[src/rtl/q_serializer.sv]
// Serializes a charge value into Q_PER_PULSE-sized pulses followed by a watchdog gap.
// The remainder q_in mod Q_PER_PULSE is published on q_residue when the frame completes.
module q_serializer #(
  parameter int unsigned BUS_WIDTH   = 10,
  parameter int unsigned Q_PER_PULSE = 30,
  parameter int unsigned PULSE_HIGH  = 1,
  parameter int unsigned PULSE_LOW   = 1,
  parameter int unsigned GAP_CYCLES  = 6
) (
  input  logic                 clk,
  input  logic                 rst,
  input  logic                 start,
  input  logic [BUS_WIDTH-1:0] q_in,
  input  logic                 in_valid,
  output logic                 in_ready,
  output logic                 q_serialized,
  output logic                 busy,
  output logic                 done,
  output logic [BUS_WIDTH-1:0] q_residue
);

  localparam int unsigned TMAX_HL = (PULSE_HIGH > PULSE_LOW) ? PULSE_HIGH : PULSE_LOW;
  localparam int unsigned TMAX    = (TMAX_HL > GAP_CYCLES) ? TMAX_HL : GAP_CYCLES;
  localparam int unsigned TW      = $clog2(TMAX + 1);

  typedef enum logic [2:0] {
    IDLE    = 3'd0,
    DIVIDE  = 3'd1,
    PULSE_H = 3'd2,
    PULSE_L = 3'd3,
    GAP     = 3'd4,
    DONE    = 3'd5
  } state_t;

  state_t               state;
  logic [BUS_WIDTH-1:0] residue;
  logic [BUS_WIDTH-1:0] count;
  logic [TW-1:0]        tmr;

  // Ready is held low during reset even though the state already reads IDLE.
  assign in_ready = (state == IDLE) && start && rst;

  always_ff @(posedge clk or negedge rst) begin
    if (!rst) begin
      state        <= IDLE;
      residue      <= '0;
      count        <= '0;
      tmr          <= '0;
      q_serialized <= 1'b0;
      busy         <= 1'b0;
      done         <= 1'b0;
      q_residue    <= '0;
    end else if (!start) begin
      // Synchronous abort: residue register and q_residue are left untouched.
      state        <= IDLE;
      count        <= '0;
      tmr          <= '0;
      q_serialized <= 1'b0;
      busy         <= 1'b0;
      done         <= 1'b0;
    end else begin
      done <= 1'b0;
      unique case (state)
        IDLE: begin
          if (in_valid) begin
            residue <= q_in;
            count   <= '0;
            tmr     <= '0;
            busy    <= 1'b1;
            state   <= DIVIDE;
          end
        end
        DIVIDE: begin
          if (residue >= BUS_WIDTH'(Q_PER_PULSE)) begin
            residue <= residue - BUS_WIDTH'(Q_PER_PULSE);
            count   <= count + BUS_WIDTH'(1);
          end else if (count != '0) begin
            tmr          <= '0;
            q_serialized <= 1'b1;
            state        <= PULSE_H;
          end else begin
            tmr   <= '0;
            state <= GAP;
          end
        end
        PULSE_H: begin
          if (tmr == TW'(PULSE_HIGH - 1)) begin
            tmr          <= '0;
            q_serialized <= 1'b0;
            state        <= PULSE_L;
          end else begin
            tmr <= tmr + TW'(1);
          end
        end
        PULSE_L: begin
          if (tmr == TW'(PULSE_LOW - 1)) begin
            tmr   <= '0;
            count <= count - BUS_WIDTH'(1);
            if (count == BUS_WIDTH'(1)) begin
              state <= GAP;
            end else begin
              q_serialized <= 1'b1;
              state        <= PULSE_H;
            end
          end else begin
            tmr <= tmr + TW'(1);
          end
        end
        GAP: begin
          if (tmr == TW'(GAP_CYCLES - 1)) begin
            tmr       <= '0;
            done      <= 1'b1;
            q_residue <= residue;
            state     <= DONE;
          end else begin
            tmr <= tmr + TW'(1);
          end
        end
        DONE: begin
          busy  <= 1'b0;
          state <= IDLE;
        end
        default: begin
          busy         <= 1'b0;
          q_serialized <= 1'b0;
          state        <= IDLE;
        end
      endcase
    end
  end

endmodule

[config.mk]
export PLATFORM = sky130hd
export DESIGN_NAME = q_serializer
export DESIGN_NICKNAME = d
export VERILOG_FILES = /design/src/rtl/q_serializer.sv
export SDC_FILE = /design/constraint.sdc
export NUM_CORES = 1
export LEC_CHECK = 0
export CAP_MARGIN = 20
export CORE_MARGIN = 2
export CORE_UTILIZATION = 35
export DETAILED_ROUTE_END_ITERATION = 7
export GPL_TIMING_DRIVEN = 0
export SYNTH_ARGS = -nofsm -noshare
export SYNTH_HDL_FRONTEND = slang
export SYNTH_SLANG_ARGS = --single-unit
[constraint.sdc]
create_clock -name clk -period 1.9 [get_ports clk]
set_input_delay 0.19 -clock clk [delete_from_list [all_inputs] [get_ports clk]]
set_output_delay 0.19 -clock clk [all_outputs]
set_load 0.02 [all_outputs]
==> flow_summary.yaml, run 1 <==
outcome:
  status: "finished clean"
cts:
  htreeDepth: 2
  cts.sinks: 39
  cts_tree: "done"
  numCtsBuffers: 5
  clk_pin_slew_ns: 0.08
  clk_latency_ns: 0.30
  clock_tree.buffer_depth: 2
  clock-root-buffer: "clkbuf_8"
cells_and_area:
  area_growth_pct: 41.72
  diodes: 0
  drive_gt1_share_pct: 30.91
  finalNonFillerCells: 426
  fin_util_pct: 51.05
  final_nets: 351
sta:
  hold_violations: 0
  slew_violations: 0
  fin_tns_setup_ns: 0
  rsz0062_at_grt: "true"
  fmax_mhz: 536.3
  setup_viol: 0
  post-route-period-util_pct: 98.14
  fin_crit_ns: 1.865
  finClkSkew_ns: 0.008703
  max_slew_margin_pct: 48.20
  tightest_slew_ns: 0.7770
critical_path:
  crit_arrival_ns: 2.07
  crit_type: "reg -> reg"
  path_common_cell: "buf_6"
  max_stage_delay_ns: 0.43
  critPathMaxFanout: 6
  cp_cell_sequence: "a41o_4 > nor3_4 > buf_6 > a2111oi_4 > buf_6 > buf_8 > nor2_1 > a31oi_2"
  cp_slowest_cell: "dfrtp_2"
  cp-end-kind: "flop"
  critPathTopFamily: "compound AO/OA/AOI/OAI gates"
  crit_buf_inv: 3
  crit_required_ns: 2.11
  critPathLaunchType: "flop"
global_route:
  grt_util_all_layers_pct: 17.24
  grt_pass1_wl_um: 10540
  antenna_found_initial: 0
  overflow: 0
  grt_pass1_vias: 2155
  grt_max_degree: 23
yosys:
  synthArstFlopShare_pct: 100.0
  yosysTopAreaCell: "dfrtp_1"
  synth_edf_count: 0
  syn_avg_cell_area_sq_um: 9.201
  synth.ff_latch_count: 39
  synth.top_cell.area_share_pct: 39.88
  synth_commonest_cells: "39 x dfrtp_1, 29 x nand2_1, 21 x nor2_1"
  synth_area_leaders: "dfrtp_1 40%, mux2_2 5.5%, nand2_1 4.4%"
  netlist_instances: 266
  yosysSeqAreaShare_pct: 39.88
  yosysUniqueCellTypes: 59
  synth_top_flop_cell: "dfrtp_1"
  synth_area_sq_mm: 0.002447
  syn-num-nets: 288
  yosys.cell_count.top_type: "dfrtp_1"
  yosys_warnings: 0
power_and_ir_drop:
  vdd_drop_max_uv: 494.9
  power.leakage_nw: 1.510
  p_per_area_mw_per_mm2: 1389
min_path:
  min_path_type: "in -> reg"
placed_design:
  dp.cells: 389
  port_buffers: 26
  place.gp.congestion: 0.8347
  dpl.hpwl_um: 4277
die:
  dieHeight_um: 87.62
  io_pins: 28
  die_area_sq_mm: 0.007677
  num_rows: 30
  start_util_pct: 36.02
  die_x_um: 87.62
  core_area_sq_mm: 0.006794
route:
  dr.pass1.iters: 4
  drc_errors: 0
  vias_per_cell: 5.362
  wirelength_um: 6550
  drt_iter0_drc: 156
  num_vias: 2284
  avgRoutedWirePerCell_um: 15.38
  ant_nets: 0
job:
  drv_cap: 0
-- report_power, final --
part	internal [W]	switching (W)
clock network	0.000525	0.000313
registers	0.00103	0.000240
logic	0.00127	0.00144
total	0.00283	0.00199
-- routing by layer --
| metal | part of all wire, % | vias to the layer above | global-route usage (%) |
|---|---|---|---|
| li1 | - | 1109 | - |
| met1 | 48 | 1130 | 23.92 |
| met2 | 47 | 35 | 27.07 |
| met3 | 3.2 | 10 | 3.487 |
| met4 | 1.6 | 0 | 5.455 |
| met5 | 0 | - | 0 |
-- cells in the final DEF, fill, tap and decap left out, types with 3 or more instances in the layout --
cell type and instances:
dfrtp_2 4, clkbuf_4 4, a21oi_1 10, a21oi_2 9, nand2_1 28, nor2_1 19
dfrtp_1 35, clkbuf_8 6, buf_6 4, nand4_1 5, and3_1 7, clkbuf_2 3
o22ai_1 3, buf_8 3, a211o_1 3, or3_1 3, nand3_1 14, a31oi_1 3
o221ai_1 3, mux2i_1 4, buf_4 25, clkbuf_1 4, ha_1 6, o21ai_0 13
a221o_1 3, nor3_1 3, clkdlybuf4s50_1 24, mux2_2 12, inv_1 6
-- flip-flops by register name, indices dropped and copies added (netlist names) --
name,cells
done,1
count,10
busy,1
q_serialized,1
tmr,3
state,3
residue,10
q_residue,10
-- final cells by class --
class	instances	area, sq um
Buffer	16	132.6
Clock buffer	6	72.57
Clock inverter	2	60.06
Fill cell	622	3326
Inverter	9	45.04
Multi-Input combinational cell	201	1501
Sequential cell	39	980.9
Tap cell	96	120.1
Timing Repair Buffer	57	555.5
-- through the flow --
step                worst slack, ns  hold WS (ns)  cell area (sq um)  power [W]
floorplan                   0.01844       -0.1056               2489   0.002707
detailed placement          -0.2945        0.1850               2892   0.003204
global placement             -1.272        0.4734               2869   0.003157
global route               -0.02159        0.1951               3468   0.005139
CTS                        -0.06197        0.1738               3199   0.004287
finish                      0.03531        0.1842               3468   0.004819
-- kinds of logic after synthesis --
logic type	count (synthesis)	synth area share [%]
adder cells (fa/ha/maj)	8	4.090
buffers and inverters	26	5.164
AND/OR/NAND/NOR	107	22.80
XOR/XNOR	2	0.7159
AO/OA/AOI/OAI	68	20.20
flip-flops	39	39.88
multiplexers	16	7.158
-- worst min-delay path, delay by kind of cell --
kind	cells	cell delay, ns
buffers and inverters	1	0.14
and+or+nand+nor	1	0.04
AOI/OAI and AO/OA	1	0.07
-- path summary, 6_finish.rpt --
kind	start	endpoint	slack, ns	depth (start not counted)
worst max-delay path	residue[2]	residue[2]	0.04	8
worst max register to register	residue[2]	residue[2]	0.04	8
worst min-delay path	start	q_serialized	0.18	3
min in group asynchronous	rst	count[3]	0.45	3
max in group asynchronous	rst	residue[1]	0.57	3
worst min register to register	residue[0]	residue[0]	0.49	2
-- timing repair --
action	CTS	global route
hold buffers	2	0
buffers inserted	12	15
gates cloned	0	1
hold endpoints to repair	17	0
pin swaps	6	5
setup endpoints to repair	32	35
gates resized for setup	18	45
Note: power is estimated with default switching activity, not from simulation.
==> run 2, diff against run 1 <==
--- a/config.mk
+++ b/config.mk
@@ -6,7 +6,6 @@
 export NUM_CORES = 1
 export LEC_CHECK = 0
 export CAP_MARGIN = 20
-export CORE_MARGIN = 2
 export CORE_UTILIZATION = 35
 export DETAILED_ROUTE_END_ITERATION = 7
 export GPL_TIMING_DRIVEN = 0
==> flow_summary.yaml, run 2 (same netlist as run 1, synthesis figures left out) <==
outcome:
  status: "complete, but fails checks"
  violations: "negative setup slack"
critical_path:
  critPathTopFamily: "compound AO/OA/AOI/OAI gates"
  cp-end-kind: "flop"
  cp_slowest_cell: "dfrtp_2"
  critPathLaunchType: "flop"
  critPathMaxFanout: 6
  cp_cell_sequence: "a41o_4 > nor3_4 > buf_6 > a2111oi_4 > buf_4 > mux2i_1 > nand2_1"
  max_stage_delay_ns: 0.46
  crit_buf_inv: 2
  crit_type: "reg -> reg"
  crit_arrival_ns: 2.13
  crit_required_ns: 2.09
cells_and_area:
  drive_gt1_share_pct: 29.28
  final_nets: 342
  area_growth_pct: 35.53
  mostFrequentLayoutCells: "35 x dfrtp_1, 28 x nand2_1, 24 x clkdlybuf4s50_1"
  final_common_cell: "dfrtp_1"
  finalNonFillerCells: 401
  top_regs: "count (10), q_residue (10), residue (10)"
  diodes: 0
cts:
  clk_latency_ns: 0.30
  cts.sinks: 39
  cts_tree: "done"
  clock-root-buffer: "clkbuf_8"
  numCtsBuffers: 5
  clock_tree.buffer_depth: 2
  htreeDepth: 2
  clk_pin_slew_ns: 0.09
sta:
  setup_ws_ns: -0.03989
  setup_viol: 1
  hold_violations: 0
  max_slew_margin_pct: 47.61
  tightest_slew_ns: 0.7858
  fmax_mhz: 515.5
  rsz0062_at_grt: "true"
  finClkSkew_ns: 0.006937
  hold_slack_ns: 0.1674
  slew_violations: 0
  fin_crit_ns: 1.940
  post-route-period-util_pct: 102.1
power_and_ir_drop:
  power.leakage_nw: 1.430
  p_per_area_mw_per_mm2: 1322
  p_total_w: 0.004384
  vdd_drop_max_uv: 513.6
die:
  num_rows: 30
  die_x_um: 85.62
  die_area_sq_mm: 0.007331
  dieHeight_um: 85.62
  core_area_sq_mm: 0.006756
  io_pins: 28
  start_util_pct: 36.22
placed_design:
  dp.cells: 373
  port_buffers: 26
  dpl.hpwl_um: 4117
  place_ws_ns: -0.1856
  place.gp.congestion: 0.8573
global_route:
  grt_max_degree: 23
  overflow: 0
  antenna_found_initial: 0
  grt_pass1_wl_um: 9984
  grt_pass1_vias: 2052
  grt_util_all_layers_pct: 17.24
route:
  num_vias: 2267
  drt_iter0_drc: 162
  avgRoutedWirePerCell_um: 15.42
  ant_nets: 0
  dr.pass1.iters: 5
  drc_errors: 0
  vias_per_cell: 5.653
  wirelength_um: 6184
job:
  drv_cap: 0
min_path:
  min_path_type: "in -> reg"
## run 2: cell count changes in the layout (fill, tap and decap cells not counted), sizes merged
| cell | previous run | this run |
|---|---|---|
| clkinvlp | 1 | 3 |
| clkinv | 0 | 1 |
| buf | 35 | 29 |
| bufinv | 2 | 0 |
| clkbuf | 18 | 14 |
## run 2: final timing paths
kind / start / to / slack (ns) / cells past startpoint
worst max register to register: residue[2] / residue[1] / -0.04 / 7
worst min register to register: residue[0] / residue[0] / 0.50 / 2
min in group asynchronous: rst / residue[3] / 0.40 / 3
worst min-delay path: start / q_serialized / 0.17 / 3
worst max-delay path: residue[2] / residue[1] / -0.04 / 7
max in group asynchronous: rst / residue[1] / 0.61 / 3
## run 2: stage by stage
stage               area (sq um)  setup TNS, ns  utilization (%)
finish                      3317       -0.03989            49.09
global route                3317        -0.5014            49.09
CTS                         3095       -0.09622            45.81
detailed placement          2872         -2.709            42.50
global placement            2849         -20.91            42.17
floorplan                   2489              0                -
## run 2: per-layer routing
| metal | wire, um | track usage (%) | up-vias |
|---|---|---|---|
| met1 | 2915 | 23.77 | 1121 |
| met5 | 0 | 0 | - |
| met2 | 3003 | 27.56 | 48 |
| met3 | 225 | 3.369 | 6 |
| li1 | - | - | 1092 |
| met4 | 41 | 5.000 | 0 |
## run 2: what timing repair did
item / 4_1_cts / 5_1_grt
setup endpoints to repair: 30 / 31
pin swaps: 7 / 4
resized for setup: 13 / 44
hold buffers: 2 / 0
buffers inserted: 9 / 9
hold endpoints to repair: 17 / 0
cloned: 0 / 0
## run 2: worst register-to-register path: stages, from the launching register on
cell,delay [ns]
dfrtp_2,0.46
a41o_4,0.29
nor3_4,0.07
buf_6,0.14
a2111oi_4,0.45
buf_4,0.19
mux2i_1,0.17
nand2_1,0.06
## run 2: final cells by class
type,count,area (sq um)
buffer,17,137.6
clock buffer,5,68.82
clock inverter,3,20.02
fill,624,3440
inverter,9,42.54
multi-input combinational,201,1511
sequential,39,980.9
tap,80,100.1
timing repair buffer,47,455.4
## run 2: where the power goes
group	switching [W]	total, W	leakage, nW	internal, W
clock	0.000337	0.000593	0.0402	0.000256
combinational	0.00138	0.00252	0.882	0.00114
sequential	0.000242	0.00127	0.508	0.00103
total	0.00196	0.00438	1.43	0.00242
==> run 3, diff against run 2 <==
--- a/config.mk
+++ b/config.mk
@@ -6,6 +6,7 @@
 export NUM_CORES = 1
 export LEC_CHECK = 0
 export CAP_MARGIN = 20
+export CORE_MARGIN = 5
 export CORE_UTILIZATION = 35
 export DETAILED_ROUTE_END_ITERATION = 7
 export GPL_TIMING_DRIVEN = 0
==> constraint.sdc (replaced) <==
create_clock -name clk -period 1.57 [get_ports clk]
set_input_delay 0.157 -clock clk [delete_from_list [all_inputs] [get_ports clk]]
set_output_delay 0.157 -clock clk [all_outputs]
set_load 0.02 [all_outputs]
==> flow_summary.yaml, run 3 (same netlist as run 1, synthesis figures left out) <==
power_and_ir_drop:
  power.leakage_nw: 1.605
  vdd_drop_max_uv: 671.4
  p_total_w: 0.006449
  p_per_area_mw_per_mm2: 1704
route:
  wirelength_um: 7101
  vias_per_cell: 5.472
  num_vias: 2402
  avgRoutedWirePerCell_um: 16.18
  ant_nets: 0
  drt_iter0_drc: 99
  dr.pass1.iters: 4
  drc_errors: 0
critical_path:
  r2r-end: "count[7]"
  critPathMaxFanout: 7
  crit_end: "count[7]"
  crit_start: "count[0]"
  crit_type: "reg -> reg"
  reg2reg_depth: 7
  crit_required_ns: 1.75
  cp_slowest_cell: "nor4_1"
  cp-end-kind: "flop"
  critPathTopFamily: "simple AND/OR/NAND/NOR gates"
  max_stage_delay_ns: 0.42
  r2r_start: "count[0]"
  critPathLaunchType: "flop"
  crit_arrival_ns: 2.13
  crit_cells: 7
  cp_cell_sequence: "clkbuf_8 > buf_4 > nor4_1 > nand4b_1 > o21a_1 > and3_4 > a221o_1"
  crit_buf_inv: 2
  r2r_slack_ns: -0.37
die:
  core_area_sq_mm: 0.006794
  die_area_sq_mm: 0.008765
  num_rows: 30
  io_pins: 28
  dieHeight_um: 93.62
  die_x_um: 93.62
  start_util_pct: 36.02
cts:
  cts.sinks: 39
  clk_latency_ns: 0.29
  htreeDepth: 2
  clock_tree.buffer_depth: 2
  cts_tree: "done"
  numCtsBuffers: 5
  clock-root-buffer: "clkbuf_8"
  clk_pin_slew_ns: 0.08
job:
  drv_cap: 0
global_route:
  overflow: 0
  grt_pass1_vias: 2267
  grt_util_all_layers_pct: 16.40
  grt_pass1_wl_um: 11420
  antenna_found_initial: 0
  grt_max_degree: 28
cells_and_area:
  diodes: 0
  final_nets: 364
  fin_util_pct: 55.71
  finalNonFillerCells: 439
  fin_area_sq_mm: 0.003785
  mostFrequentLayoutCells: "34 x dfrtp_1, 32 x buf_4, 24 x nand2_1, 24 x clkdlybuf4s50_1, 15 x nor2_1"
  final_common_cell: "dfrtp_1"
  drive_gt1_share_pct: 40.23
  area_growth_pct: 54.65
  top_regs: "count (10), q_residue (10), residue (10)"
placed_design:
  dp.cells: 389
  place_ws_ns: -0.6215
  dpl.hpwl_um: 4390
  place.gp.congestion: 0.8325
  port_buffers: 26
  placed_area_sq_mm: 0.002950
sta:
  fmax_mhz: 515.1
  finClkSkew_ns: 0.004150
  rsz0062_at_grt: "true"
  slew_violations: 0
  hold_violations: 0
  setup_ws_ns: -0.3713
  fin_crit_ns: 1.941
  post-route-period-util_pct: 123.7
  tightest_slew_ns: 0.6217
  setup_viol: 36
  max_slew_margin_pct: 58.27
outcome:
  violations: "negative setup slack"
  status: "complete, but fails checks"
min_path:
  min_path_type: "in -> reg"
## run 3: changes by cell type in the layout (fill, tap and decap cells not counted), moves of 4 or more
| cell | change |
|---|---|
| mux2_4 | +9 |
| buf_6 | +6 |
| a21oi_4 | +4 |
| mux2_2 | -9 |
| a21oi_1 | -4 |
| nand2_2 | +4 |
| nand2_1 | -4 |
| buf_4 | +16 |
## run 3: report_power, final
group | switching (W) | internal [W] | total (W) | leakage, nW
Combinational | 0.00201 | 0.00189 | 0.00390 | 1.03
Clock | 0.000373 | 0.000636 | 0.00101 | 0.0654
Sequential | 0.000290 | 0.00125 | 0.00154 | 0.507
## run 3: worst min path at each step
stage	cells past startpoint	start	end
6_report	3	start	q_serialized
5_1_grt	3	start	q_serialized
4_1_cts	3	start	q_serialized
3_5_place_dp	1	rst	count[5]
3_3_place_gp	2	start	busy
2_1_floorplan	0	rst	busy
## run 3: area by class of cell
| class | count | area (sq um) |
|---|---|---|
| well taps | 96 | 120.1 |
| multi-input cells | 201 | 1667 |
| fillers | 580 | 3009 |
| clock inverters | 2 | 60.06 |
| repair buffers | 70 | 685.7 |
| plain buffers | 16 | 157.7 |
| clock buffers | 6 | 72.57 |
| inverters | 9 | 40.04 |
| flip-flops and latches | 39 | 982.2 |
## run 3: tightest hold or removal path, delay by kind of cell
family	cells	cell delay, ns
simple gates	1	0.04
compound gates	1	0.07
buf+inv	1	0.14
## run 3: routing by layer
layer,up-vias,GRT usage (%),share of wire (%),wire [um]
li1,1137,-,-,-
met1,1202,22.36,46,3287
met2,53,26.92,49,3456
met3,10,2.816,3.9,277
met4,0,4.212,1.1,80
met5,-,0,0,0
## run 3: timing repair
item	4_1_cts	5_1_grt
gates resized for setup	71	24
pin swaps	18	10
hold buffers	2	0
cloned	3	1
endpoints found under the setup margin	36	36
setup buffers	26	12
hold endpoints to repair	12	0
## run 3: stage by stage
stage,hold WS [ns],TNS (ns)
2_1_floorplan,-0.1386,-2.386
3_3_place_gp,0.4540,-41.16
3_5_place_dp,0.07818,-11.82
4_1_cts,0.1474,-5.948
5_1_grt,0.1601,-8.798
6_report,0.1565,-6.768
